File: src/rtl/vga_pkg.sv
// Shared 640x480@60 raster timing constants and the colour selector encoding
// used by the board pixel generator and its raster counter.
package vga_pkg;

  localparam int H_ACT   = 640;
  localparam int H_FP    = 16;
  localparam int H_SYNC  = 96;
  localparam int H_BP    = 48;
  localparam int H_TOTAL = H_ACT + H_FP + H_SYNC + H_BP;

  localparam int V_ACT   = 480;
  localparam int V_FP    = 10;
  localparam int V_SYNC  = 2;
  localparam int V_BP    = 33;
  localparam int V_TOTAL = V_ACT + V_FP + V_SYNC + V_BP;

  typedef enum logic [1:0] {
    SEL_FONDO  = 2'b00,
    SEL_LINEAS = 2'b10
  } sel_t;

endpackage

File: src/rtl/vga_sync_counter.sv
// Raster position counters for 640x480@60 plus the raw (undelayed) sync and
// blank decode of the current position.
module vga_sync_counter
  import vga_pkg::*;
(
  input  logic       clk,
  input  logic       rst,
  input  logic       pix_ce_i,
  output logic [9:0] hcount_o,
  output logic [9:0] vcount_o,
  output logic       h_last_o,
  output logic       hsync_raw_o,
  output logic       vsync_raw_o,
  output logic       blank_raw_o
);

  localparam logic [9:0] H_LAST   = 10'(H_TOTAL - 1);
  localparam logic [9:0] V_LAST   = 10'(V_TOTAL - 1);
  localparam logic [9:0] H_ACT_V  = 10'(H_ACT);
  localparam logic [9:0] V_ACT_V  = 10'(V_ACT);
  localparam logic [9:0] HS_START = 10'(H_ACT + H_FP);
  localparam logic [9:0] HS_END   = 10'(H_ACT + H_FP + H_SYNC);
  localparam logic [9:0] VS_START = 10'(V_ACT + V_FP);
  localparam logic [9:0] VS_END   = 10'(V_ACT + V_FP + V_SYNC);

  logic [9:0] hcount_q, hcount_d;
  logic [9:0] vcount_q, vcount_d;

  always_comb begin
    hcount_d = hcount_q;
    vcount_d = vcount_q;
    if (pix_ce_i) begin
      if (hcount_q == H_LAST) begin
        hcount_d = '0;
        vcount_d = (vcount_q == V_LAST) ? '0 : vcount_q + 10'd1;
      end else begin
        hcount_d = hcount_q + 10'd1;
      end
    end
  end

  always_ff @(posedge clk) begin
    if (rst) begin
      hcount_q <= '0;
      vcount_q <= '0;
    end else begin
      hcount_q <= hcount_d;
      vcount_q <= vcount_d;
    end
  end

  assign hcount_o    = hcount_q;
  assign vcount_o    = vcount_q;
  assign h_last_o    = (hcount_q == H_LAST);
  // Sync pulses are active-low.
  assign hsync_raw_o = !((hcount_q >= HS_START) && (hcount_q < HS_END));
  assign vsync_raw_o = !((vcount_q >= VS_START) && (vcount_q < VS_END));
  assign blank_raw_o = !((hcount_q < H_ACT_V) && (vcount_q < V_ACT_V));

endmodule

File: src/rtl/board_pixel_gen.sv
// Board-grid pixel classifier: raster timing, grid line/background selector,
// and sync/blank delayed to line up with the downstream registered colour mux.
module board_pixel_gen
  import vga_pkg::*;
#(
  parameter int CELL_SIZE = 150,
  parameter int LINE_W    = 4,
  parameter int N_CELLS   = 3,
  parameter int BOARD_X0  = 93,
  parameter int BOARD_Y0  = 13,
  parameter int ALIGN_DLY = 1
) (
  input  logic       clk,
  input  logic       rst,
  input  logic       pix_ce,
  output logic [9:0] hcount,
  output logic [9:0] vcount,
  output logic [1:0] selector,
  output logic       hsync,
  output logic       vsync,
  output logic       blank,
  output logic       frame_start
);

  localparam int COLW = $clog2(N_CELLS + 1);

  // Cell counters are preloaded one pixel early, so the board must not start at 0.
  if ((LINE_W < 1) || (LINE_W >= CELL_SIZE) || (N_CELLS < 1) ||
      (BOARD_X0 < 1) || (BOARD_Y0 < 1) || (ALIGN_DLY < 0) ||
      (BOARD_X0 + N_CELLS * CELL_SIZE + LINE_W > H_ACT) ||
      (BOARD_Y0 + N_CELLS * CELL_SIZE + LINE_W > V_ACT)) begin : g_bad_cfg
    $error("board_pixel_gen: board geometry out of range");
  end

  localparam logic [9:0]      X_PRE     = 10'(BOARD_X0 - 1);
  localparam logic [9:0]      Y_PRE     = 10'(BOARD_Y0 - 1);
  localparam logic [9:0]      CELL_LAST = 10'(CELL_SIZE - 1);
  localparam logic [9:0]      LW_V      = 10'(LINE_W);
  localparam logic [9:0]      LW_LAST   = 10'(LINE_W - 1);
  localparam logic [COLW-1:0] N_SAT     = COLW'(N_CELLS);

  logic       h_last;
  logic       hsync_raw, vsync_raw, blank_raw;

  vga_sync_counter u_sync (
    .clk        (clk),
    .rst        (rst),
    .pix_ce_i   (pix_ce),
    .hcount_o   (hcount),
    .vcount_o   (vcount),
    .h_last_o   (h_last),
    .hsync_raw_o(hsync_raw),
    .vsync_raw_o(vsync_raw),
    .blank_raw_o(blank_raw)
  );

  logic [9:0]      cell_x_q, cell_x_d, cell_y_q, cell_y_d;
  logic [COLW-1:0] col_q, col_d, row_q, row_d;
  logic            in_x_q, in_x_d, in_y_q, in_y_d;

  // in_x/in_y mean "inside the board box"; cell_x/cell_y are the offsets mod CELL_SIZE.
  always_comb begin
    cell_x_d = cell_x_q;
    col_d    = col_q;
    in_x_d   = in_x_q;
    if (pix_ce) begin
      if (hcount == X_PRE) begin
        cell_x_d = '0;
        col_d    = '0;
        in_x_d   = 1'b1;
      end else if (in_x_q) begin
        if ((col_q == N_SAT) && (cell_x_q == LW_LAST)) begin
          in_x_d = 1'b0;
        end else if (cell_x_q == CELL_LAST) begin
          cell_x_d = '0;
          if (col_q != N_SAT) col_d = col_q + 1'b1;
        end else begin
          cell_x_d = cell_x_q + 10'd1;
        end
      end
    end
  end

  always_comb begin
    cell_y_d = cell_y_q;
    row_d    = row_q;
    in_y_d   = in_y_q;
    if (pix_ce && h_last) begin
      if (vcount == Y_PRE) begin
        cell_y_d = '0;
        row_d    = '0;
        in_y_d   = 1'b1;
      end else if (in_y_q) begin
        if ((row_q == N_SAT) && (cell_y_q == LW_LAST)) begin
          in_y_d = 1'b0;
        end else if (cell_y_q == CELL_LAST) begin
          cell_y_d = '0;
          if (row_q != N_SAT) row_d = row_q + 1'b1;
        end else begin
          cell_y_d = cell_y_q + 10'd1;
        end
      end
    end
  end

  always_ff @(posedge clk) begin
    if (rst) begin
      cell_x_q <= '0;
      col_q    <= '0;
      in_x_q   <= 1'b0;
      cell_y_q <= '0;
      row_q    <= '0;
      in_y_q   <= 1'b0;
    end else begin
      cell_x_q <= cell_x_d;
      col_q    <= col_d;
      in_x_q   <= in_x_d;
      cell_y_q <= cell_y_d;
      row_q    <= row_d;
      in_y_q   <= in_y_d;
    end
  end

  sel_t sel_d, sel_q;
  logic on_line, fs_d;
  logic fs_q, hs1_q, vs1_q, bl1_q;

  always_comb begin
    on_line = in_x_q && in_y_q && ((cell_x_q < LW_V) || (cell_y_q < LW_V));
    sel_d   = (!blank_raw && on_line) ? SEL_LINEAS : SEL_FONDO;
    fs_d    = (hcount == 10'd0) && (vcount == 10'd0);
  end

  always_ff @(posedge clk) begin
    if (rst) begin
      sel_q <= SEL_FONDO;
      fs_q  <= 1'b0;
      hs1_q <= 1'b1;
      vs1_q <= 1'b1;
      bl1_q <= 1'b1;
    end else if (pix_ce) begin
      sel_q <= sel_d;
      fs_q  <= fs_d;
      hs1_q <= hsync_raw;
      vs1_q <= vsync_raw;
      bl1_q <= blank_raw;
    end
  end

  assign selector    = sel_q;
  assign frame_start = fs_q;

  if (ALIGN_DLY == 0) begin : g_no_dly
    assign hsync = hs1_q;
    assign vsync = vs1_q;
    assign blank = bl1_q;
  end else begin : g_dly
    logic [ALIGN_DLY-1:0] hs_dl_q, vs_dl_q, bl_dl_q;

    always_ff @(posedge clk) begin
      if (rst) begin
        hs_dl_q <= '1;
        vs_dl_q <= '1;
        bl_dl_q <= '1;
      end else if (pix_ce) begin
        hs_dl_q[0] <= hs1_q;
        vs_dl_q[0] <= vs1_q;
        bl_dl_q[0] <= bl1_q;
        for (int i = 1; i < ALIGN_DLY; i++) begin
          hs_dl_q[i] <= hs_dl_q[i-1];
          vs_dl_q[i] <= vs_dl_q[i-1];
          bl_dl_q[i] <= bl_dl_q[i-1];
        end
      end
    end

    assign hsync = hs_dl_q[ALIGN_DLY-1];
    assign vsync = vs_dl_q[ALIGN_DLY-1];
    assign blank = bl_dl_q[ALIGN_DLY-1];
  end

endmodule

File: config.mk
export PLATFORM = sky130hd
export DESIGN_NAME = board_pixel_gen
export DESIGN_NICKNAME = d
export VERILOG_FILES = /design/src/rtl/vga_pkg.sv /design/src/rtl/vga_sync_counter.sv /design/src/rtl/board_pixel_gen.sv
export SDC_FILE = /design/constraint.sdc
export NUM_CORES = 1
export LEC_CHECK = 0
export CAP_MARGIN = 20
export CELL_PAD_IN_SITES_DETAIL_PLACEMENT = 1
export CELL_PAD_IN_SITES_GLOBAL_PLACEMENT = 1
export CORE_MARGIN = 10
export CORE_UTILIZATION = 32
export DETAILED_ROUTE_END_ITERATION = 16
export HOLD_SLACK_MARGIN = 0.08
export MAX_ROUTING_LAYER = met4
export PLACE_DENSITY_LB_ADDON = 0.1
export SLEW_MARGIN = 25
export SYNTH_ARGS = -nofsm -noshare
export SYNTH_HDL_FRONTEND = slang
export SYNTH_SLANG_ARGS = --single-unit
File: constraint.sdc
create_clock -name clk -period 3.9 [get_ports clk]
set_input_delay 0.78 -clock clk [delete_from_list [all_inputs] [get_ports clk]]
set_output_delay 0.78 -clock clk [all_outputs]
set_load 0.1 [all_outputs]
; ---- Word-level counts from Yosys, hierarchy flattened
; Index checks and enable logic that the tools add are counted.
; W data, S select, Z words.
[word_totals]
ff_bits = 55
input_bits = 3
out_inout_bits = 26
[classes]
addsub = 6
n_lt_le_gt_ge = 8
eq_ne = 14
muxes = 27
n_reduce_logical = 27
[ops]
columns = cell, n
row1 = $mux W10, 10
row2 = $add A10 B1 Y10 const B, 4
row3 = $mux W2, 11
row4 = $eq A10 B10 Y1 const B, 2
row5 = $eq A10 B2 Y1 const B, 2
row6 = $eq A10 B8 Y1 const B, 2
row7 = $logic_not A10 Y1, 2
row8 = $lt A10 B10 Y1 const B, 2
row9 = $lt A10 B3 Y1 const B, 2
row10 = $lt A10 B9 Y1 const B, 2
row11 = $reduce_bool A2 Y1, 6
row12 = $eq A10 B4 Y1 const B, 1
row13 = $eq A10 B7 Y1 const B, 1
row14 = $ge A10 B10 Y1 const B, 1
row15 = $ge A10 B9 Y1 const B, 1
row16 = $logic_and A1 B1 Y1, 10
row17 = $reduce_and A5 Y1, 2
row18 = $ne A2 B2 Y1 const B, 4
row19 = $mux W1, 6
row20 = $reduce_and A3 Y1, 2
row21 = $add A2 B1 Y2 const B, 2
row22 = $eq A2 B2 Y1 const B, 2
row23 = $logic_not A1 Y1, 3
row24 = $reduce_and A2 Y1, 1
row25 = $logic_or A1 B1 Y1, 1

; ---- Logic depth before layout (Yosys ltp)
; Gate-level depths: netlist of run 1.
[depth]
depth_word = 6
mapped_depth = 9
depth_no_buf = 7

; ---- Hierarchy
; From an unflattened synthesis of run 1, not the netlist that was laid out.
[unflattened]
hier_cells = 352
hier_area_um2 = 2972.9
[modules_own_cells]
columns = module, instances, cells_each, area_per_inst_um2
row1 = board_pixel_gen, 1, 219, 1799.2
row2 = vga_sync_counter, 1, 133, 1173.6

; ---- Worst setup path before layout of run 1
; No wires, ideal clock.
[synth_timing]
path_kind = flip-flop to flip-flop
startpoint = reg u_sync.hcount_q[0] (netlist: u_sync.hcount_o[0])
endpoint = reg cell_x_q[7]
setup_time_ps = 74
arrival_ps = 2697
slack_ps = 1129
stages_incl_launch_ff = 9
path_buffers = 1
cell_sequence = dfxtp_1 inv_1 ha_1 nor4b_1 and3_4 buf_6 or2_4 or4_1 a31oi_1
[synth_between]
elab_chain_cells = 3
[synth_lines]
columns = element, line_no
row1 = "start, declared", vga_sync_counter.sv:26  ; logic [9:0] hcount_q, hcount_d;
row2 = "start signal, assigned", vga_sync_counter.sv:47  ; hcount_q <= hcount_d;
row3 = $eq A10 B7 Y1 (*), board_pixel_gen.sv:67  ; if (hcount == X_PRE) begin
row4 = $ne A2 B2 Y1 (no source line) or $reduce_bool A2 Y1 (tied branches), n/a
row5 = $reduce_and A3 Y1 (no source line), n/a
row6 = "end signal, assigned", board_pixel_gen.sv:115  ; cell_x_q <= cell_x_d;
row7 = "end, declared", board_pixel_gen.sv:57  ; logic [9:0] cell_x_q, cell_x_d, cell_y_q, cell_y_d;
; Every way passes the cells marked *; elsewhere a longest branch is shown, timed or not.
; A chain may end at the register's enable or synchronous reset.

; ---- Worst setup path in the final report of run 1
[layout_timing]
startpoint = reg u_sync.vcount_q[2] (netlist: u_sync.vcount_o[2])
endpoint = out vcount[2]
[layout_rtl]
columns = element, line_no
row1 = "start, declared", vga_sync_counter.sv:27  ; logic [9:0] vcount_q, vcount_d;
row2 = "start signal, assigned", vga_sync_counter.sv:48  ; vcount_q <= vcount_d;
row3 = "end, declared", board_pixel_gen.sv:17  ; output logic [9:0] vcount,
; No word-level cell between the ends.

==> PnR_summary.wiki, run 1 <==
{| class="wikitable"
! Metric !! Value
|-
| Run status || finished clean
|-
| RSZ-0062 raised after global routing || no
|-
| Post-synthesis to final-layout area growth || 16.2%
|-
| Post-route antenna net violation count || 0
|-
| Netlist cell types || 52
|-
| Die area || 13,300 um2
|-
| Placed inst area || approximately 3300 um2
|-
| Category of the worst setup path launch point || flop
|-
| Worst slew pin tran || 0.990 ns
|-
| Die extent in x || 115 um
|-
| Number of synthesized flops with an enable pin || 0
|-
| Sequential share of the synthesized area || 37.2%
|-
| Post_cts resized || 0
|-
| Post-CTS Setup Repair Bufs || 0
|-
| Flip-flop and latch count after synthesis || 54
|-
| DRC || 0
|-
| Number of H-tree levels || 2
|-
| Highest fanout seen on the critical path || 8
|-
| Logic depth of the worst path, buffers included || 1
|-
| CTS root buf || clkbuf_8
|-
| TritonCTS clock tree || done
|-
| Crit path max-delay family || buffers and inverters
|-
| Startpoint of the most critical register-to-register path || cell_y_q[4]
|-
| Clock slew at reported path FFs || 0.10 ns
|-
| Layout cell share with drive strength beyond 1 || 6.90%
|-
| Vias in the first global route || 2,694
|-
| Global routing usage summed across all routing layers || 12.6%
|-
| Floorplan Core Area || 8760 um2
|-
| Initial core utilization || 33.1%
|-
| CP Class || flop to primary output
|-
| Initial antenna violation count || 0
|-
| Data required time of the critical path || 3.12 ns
|-
| Slowest stage delay, CP || 1.21 ns
|-
| Number of buffers and inverters on the critical path || 1
|-
| Count of endpoints failing hold in the final timing report || 0
|-
| Total routed wirelength || 7.95 mm
|-
| Final HPWL from detailed placement || 5.72 mm
|-
| Number of max-cap violations || 0
|-
| Via density per instance || 5.42
|-
| Global-route wire length before repair || 13.5 mm
|-
| Number of antenna cells inserted || 0
|-
| YS warnings || 0
|-
| Worst-path cell chain || clkdlybuf4s50_1
|-
| Placer Congestion || ~0.83
|-
| Number of instances in the synthesized netlist || 356
|-
| Number of iterations in the first detailed-routing pass || 4
|-
| Total vias in the final route || 2,630
|-
| Number of primary I/O pins || 29
|-
| Asr flop ratio synth || 0%
|-
| Number of cells after detailed placement || about 480
|-
| Kind of path behind the tightest hold check || flop to flop
|-
| Sequential cell area in the final layout || 1080 um2
|-
| FMAX || about 350 MHz
|-
| Worst vdd ir || approximately 0.14 mV
|-
| Final worst-path cycle share || 72.4%
|-
| CP Data Arrival Time || 2.04 ns
|-
| Flip-flop cell with the highest count after synthesis || dfxtp_1
|-
| Source-to-sink clock delay at the later pin of the worst-skew pair || 0.30 ns
|-
| Netlist Area Pre-Place || around 2900 um2
|-
| Design Power || 1.05 mW
|-
| Fin cells || 485
|-
| Length of routed met2 wiring || about 3.8 mm
|-
| Slowest stage cell on the critical path || clkdlybuf4s50_1
|-
| Wire length on met3 || around 150 um
|-
| Number of buffers created by CTS || 5
|-
| Total count of max-transition violations in the final report || 0
|-
| Multi-input gate area || 1690 um2
|-
| Finished layout cell area || 3370 um2
|-
| Std cell rows || 34
|-
| First DRT Iteration DRCs || 31
|-
| Setup TNS Final || 0 ns
|-
| Count of buffers from port buffering || 27
|-
| Worst path setup slack after routing || 1.08 ns
|-
| Post-route worst hold slack || roughly 0.47 ns
|-
| Average cell area after synthesis || 8.15 um2
|-
| Die Y || around 120 um
|-
| Count of cells along the worst register-to-register path || 5
|-
| Deepest clock path buffer count || 2
|-
| Leakage power of the design || 1.23 nW
|-
| Setup crit start || u_sync.vcount_o[2]
|-
| Time the final worst path needs with I/O delays and setup || between 2 and 3 ns
|-
| Largest net degree at the start of global routing || 32
|-
| Setup slack at placement || 0.939 ns
|-
| Post-Route M1 WL || 3.83 mm
|-
| Final setup violation count || 0
|-
| End of the worst register-to-register path || cell_y_q[3]
|-
| Net count of the finished layout || approximately 390
|-
| Average wire per standard cell || ~16 um
|-
| Total congestion overflow after global routing || 0
|-
| Top layer in use || met4
|-
| Post-layout util || 38.5%
|-
| Count of fill cells added during filler insertion || 1,079
|-
| Synthesized netlist net count || 370
|-
| Reg2reg setup slack || 1.53 ns
|-
| Clk_skew || between 0.005 and 0.006 ns
|-
| Cts-stage hold buffer count || 0
|-
| CTS sink count || 54
|-
| Capturing element of the worst setup path || vcount[2]
|-
| Pwr dens || 310 nW/um2
|-
| Relative slew margins || 33.8%
|-
| Capturing element type of the critical path || primary output
|}
-- power breakdown --
part	internal (mW)	switching, mW
Combinational	0.0249	0.0615
Sequential	0.559	0.0101
Clock	0.206	0.185
-- worst register-to-register path, delay by kind of cell, from the launching register on --
kind	cells	cell delay, ns
and+or+nand+nor	1	0.59
DFF	1	0.39
AOI/OAI and AO/OA	4	1.33
-- worst min path at each step --
| stage | slack (ns) | to | from | cells past startpoint |
|---|---|---|---|---|
| finish | 0.47 | row_q[1] | row_q[1] | 2 |
| global route | 0.50 | blank | blank | 2 |
| CTS | 0.48 | selector[1] | selector[1] | 2 |
| detailed placement | 0.46 | blank | blank | 2 |
| global placement | 0.45 | col_q[1] | col_q[1] | 2 |
| floorplan | 0.44 | col_q[1] | col_q[1] | 2 |
-- logic make-up (layout without fill, tap and decap cells) --
| family | Yosys count | count (layout) | share of synthesized area (%) |
|---|---|---|---|
| AND/OR/NAND/NOR | 181 | 181 | 33.7 |
| flip-flops | 54 | 54 | 37.2 |
| AO/OA/AOI/OAI | 52 | 52 | 10.9 |
| buffers and inverters | 30 | 51 | 4.61 |
| XOR/XNOR | 17 | 17 | 5.13 |
| adder cells (fa/ha/maj) | 11 | 11 | 4.74 |
| multiplexers | 10 | 10 | 3.53 |
| other | 1 | 1 | 0.129 |
-- synth_stat cells (all sizes together), types with 3 or more instances --
master | count | area (um2)
a31oi | 3 | 18.8
nand2 | 37 | 139
ha | 11 | 138
nor2b | 3 | 18.8
clkbuf | 11 | 41.3
nand3b | 6 | 45.0
and3 | 10 | 67.6
inv | 10 | 37.5
nand4b | 6 | 52.6
mux2i | 8 | 80.1
nand3 | 18 | 90.1
nor4 | 6 | 37.5
or4 | 9 | 67.6
nand4 | 12 | 75.1
xor2 | 7 | 61.3
o21ai | 15 | 75.1
nor2 | 39 | 146
buf | 8 | 51.3
dfxtp | 54 | 1080
nor3 | 18 | 110
or2 | 3 | 21.3
xnor2 | 10 | 87.6
and2 | 4 | 25.0
a21oi | 20 | 100
-- state kept, by name, indices dropped and copies added, names as in the netlist, 2 cells and up --
register,flops
cell_x_q,10
cell_y_q,10
u_sync.hcount_o,10
u_sync.vcount_o,10
col_q,2
row_q,2
-- cell usage in the layout, fill, tap and decap left out, drive strengths merged, types with 7 or more instances in the layout --
cell	netlist	final
mux2i	8	8
o21ai	15	15
nor2	39	39
and3	10	10
xnor2	10	10
a21oi	20	20
or4	9	9
nand3	18	18
xor2	7	7
nor3	18	18
nand2	37	37
ha	11	11
nand4	12	12
clkdlybuf4s50	0	27
dfxtp	54	54
inv	10	10
-- metal layers --
layer,vias up,GRT usage (%)
li1,1307,-
met1,1284,15.7
met2,31,20.3
met3,8,2.08
met4,0,3.63
met5,-,-
-- final cells by class --
cell class / count / area share [%]
Sequential cell: 54 / 32.0
Timing Repair Buffer: 33 / 9.35
Inverter: 11 / 1.22
Clock buffer: 6 / 2.45
Multi-Input combinational cell: 272 / 50.0
Tap cell: 108 / 4.01
Clock inverter: 1 / 0.890
(Power assumes the default switching activity.)
==> run 2, diff against run 1 <==
- clock period: 3.9 -> 2.6 ns (I/O delays scaled with it)
==> PnR_summary.wiki, run 2 (same netlist as run 1, synthesis figures left out) <==
{| class="wikitable"
! Metric !! Value
|-
| Post-route antenna net violation count || 0
|-
| Clock slew at reported path FFs || approximately 0.11 ns
|-
| Startpoint of the most critical register-to-register path || cell_y_q[2]
|-
| Number of antenna cells inserted || 0
|-
| Switching portion of total power || 28.0%
|-
| Post-synthesis to final-layout area growth || 15.5%
|-
| DRC || 0
|-
| Setup TNS Final || 0 ns
|-
| Category of the worst setup path launch point || flop
|-
| Die extent in x || 115 um
|-
| Number of buffers created by CTS || 5
|-
| Commonest cells after routing, fill and taps aside || dfxtp_1, nor2_1, buf_4
|-
| Die Y || 115 um
|-
| RSZ-0062 raised after global routing || no
|-
| Run status || finished clean
|-
| Average wire per standard cell || 16.3 um
|-
| Cts-stage hold buffer count || 0
|-
| Placer Congestion || 0.818
|-
| Placed inst area || 3260 um2
|-
| Net count of the finished layout || 399
|-
| Via density per instance || roughly 5.4
|-
| Crit path max-delay family || compound AO/OA/AOI/OAI gates
|-
| Relative slew margins || 50.2%
|-
| Clk_skew || 0.00617 ns
|-
| Number of buffers and inverters on the critical path || 0
|-
| Sequential share of power || 57.6%
|-
| Setup crit start || cell_y_q[2]
|-
| Floorplan Core Area || 8760 um2
|-
| Post-route worst hold slack || approximately 0.47 ns
|-
| Number of iterations in the first detailed-routing pass || 4
|-
| FMAX || approximately 440 MHz
|-
| Data required time of the critical path || 2.85 ns
|-
| Initial core utilization || 33.1%
|-
| Total congestion overflow after global routing || 0
|-
| Largest net degree at the start of global routing || 30
|-
| Kind of path behind the tightest hold check || flop to flop
|-
| Most common cell after layout, fill and taps aside || dfxtp_1
|-
| Leakage power of the design || 1.30 nW
|-
| Post-CTS Setup Repair Bufs || 0
|-
| Final setup violation count || 0
|-
| First DRT Iteration DRCs || 42
|-
| Vias in the first global route || between 2,000 and 3,000
|-
| Total count of max-transition violations in the final report || 0
|-
| Design Power || 1.48 mW
|-
| Final HPWL from detailed placement || between 5 and 6 mm
|-
| Global routing usage summed across all routing layers || 12.8%
|-
| Layout cell share with drive strength beyond 1 || 16.3%
|-
| Deepest clock path buffer count || 2
|-
| Count of buffers from port buffering || 27
|-
| Post_cts resized || 0
|-
| Switching power total || between 400 and 500 uW
|-
| Worst vdd ir || 0.212 mV
|-
| Initial antenna violation count || 0
|-
| Number of H-tree levels || 2
|-
| Global-route wire length before repair || 13.8 mm
|-
| Number of primary I/O pins || 29
|-
| Worst path setup slack after routing || 0.307 ns
|-
| Std cell rows || 34
|-
| TritonCTS clock tree || done
|-
| Slowest stage delay, CP || ~0.59 ns
|-
| Worst slew pin tran || 0.743 ns
|-
| Total vias in the final route || between 2,000 and 3,000
|-
| Die area || around 13,000 um2
|-
| Setup slack at placement || about 0.14 ns
|-
| Final worst-path cycle share || between 80% and 90%
|-
| Highest fanout seen on the critical path || 11
|-
| Slowest stage cell on the critical path || or4_1
|-
| Count of endpoints failing hold in the final timing report || 0
|-
| Pwr dens || 442 nW/um2
|-
| Worst Min Path Start || row_q[1]
|-
| Internal power component || 1.07 mW
|-
| Capturing element type of the critical path || flop
|-
| CP Data Arrival Time || approximately 2.5 ns
|-
| Total routed wirelength || 8.03 mm
|-
| Time the final worst path needs with I/O delays and setup || 2.29 ns
|-
| Proportion of power drawn by the clock network || 33.5%
|-
| Logic gate share of total power || 9.0%
|-
| Finished layout cell area || about 3400 um2
|-
| CP Class || flop to flop
|-
| CTS sink count || between 50 and 60
|-
| Worst-path cell chain || or4_1 > o31a_1 > o21ai_1 > o21ai_0 > a21oi_1
|-
| CTS root buf || clkbuf_8
|-
| Number of max-cap violations || 0
|-
| Source-to-sink clock delay at the later pin of the worst-skew pair || about 0.31 ns
|}
run 2: changes by cell type in the layout (fill, tap and decap cells not counted), sizes merged:
cell | before | now
clkinvlp | 0 | 1
bufinv | 1 | 0
clkdlybuf4s50 | 27 | 2
buf | 6 | 39
clkinv | 1 | 3
clkbuf | 6 | 5
run 2: tightest hold or removal path, cell delays in order, from the launching register on:
cell and delay [ns]:
dfxtp_1 0.33, nand2_1 0.05, mux2i_1 0.05
run 2: path summary, 6_finish.rpt:
check	end	slack, ns	cells after the start
hold reg to reg	row_q[1]	0.47	2
setup / recovery	cell_y_q[2]	0.31	5
hold / removal	row_q[1]	0.47	2
setup reg to reg	cell_y_q[2]	0.31	5
run 2: power by group through the flow:
stage / Sequential [mW] / Clock, mW / Combinational [mW]
final: 0.854 / 0.496 / 0.133
after global routing: 0.856 / 0.551 / 0.145
after floorplan: 0.910 / 0 / 0.0579
after detailed placement: 0.873 / 0 / 0.135
after CTS: 0.854 / 0.526 / 0.136
after global placement: 0.873 / 0 / 0.132
run 2: cell type report:
type                       instances  area [um2]
fill                            1078        5410
multi-input combinational        272        1690
inverter                          11        41.3
timing repair buffer              41         313
tap                              108         135
clock buffer                       5        68.8
clock inverter                     3        21.3
sequential                        54        1080
run 2: stage by stage:
stage / cells / util [%]
finish: 494 / 38.2
global route: 494 / 38.2
CTS: 494 / 38.2
detailed placement: 486 / 37.2
global placement: 486 / 37.2
floorplan: 356 / -
run 2: routing by layer:
metal  part of all wire (%)  wire length (um)  GRT usage (%)  vias to the layer above
met4                   0.81                65           2.81                        0
li1                       -                 -              -                     1322
met3                    1.9               151           2.08                        6
met1                     48              3850           15.9                     1298
met5                      0                 0              -                        -
met2                     49              3970           21.3                       27
==> run 3, diff against run 2 <==
- ABC_CLOCK_PERIOD_IN_PS: default -> 2600
- HOLD_SLACK_MARGIN: 0.08 -> default
- SKIP_LAST_GASP: default -> 1
==> results of run 3 <==
No change in the layout: final DEF, timing and power equal those of run 2.
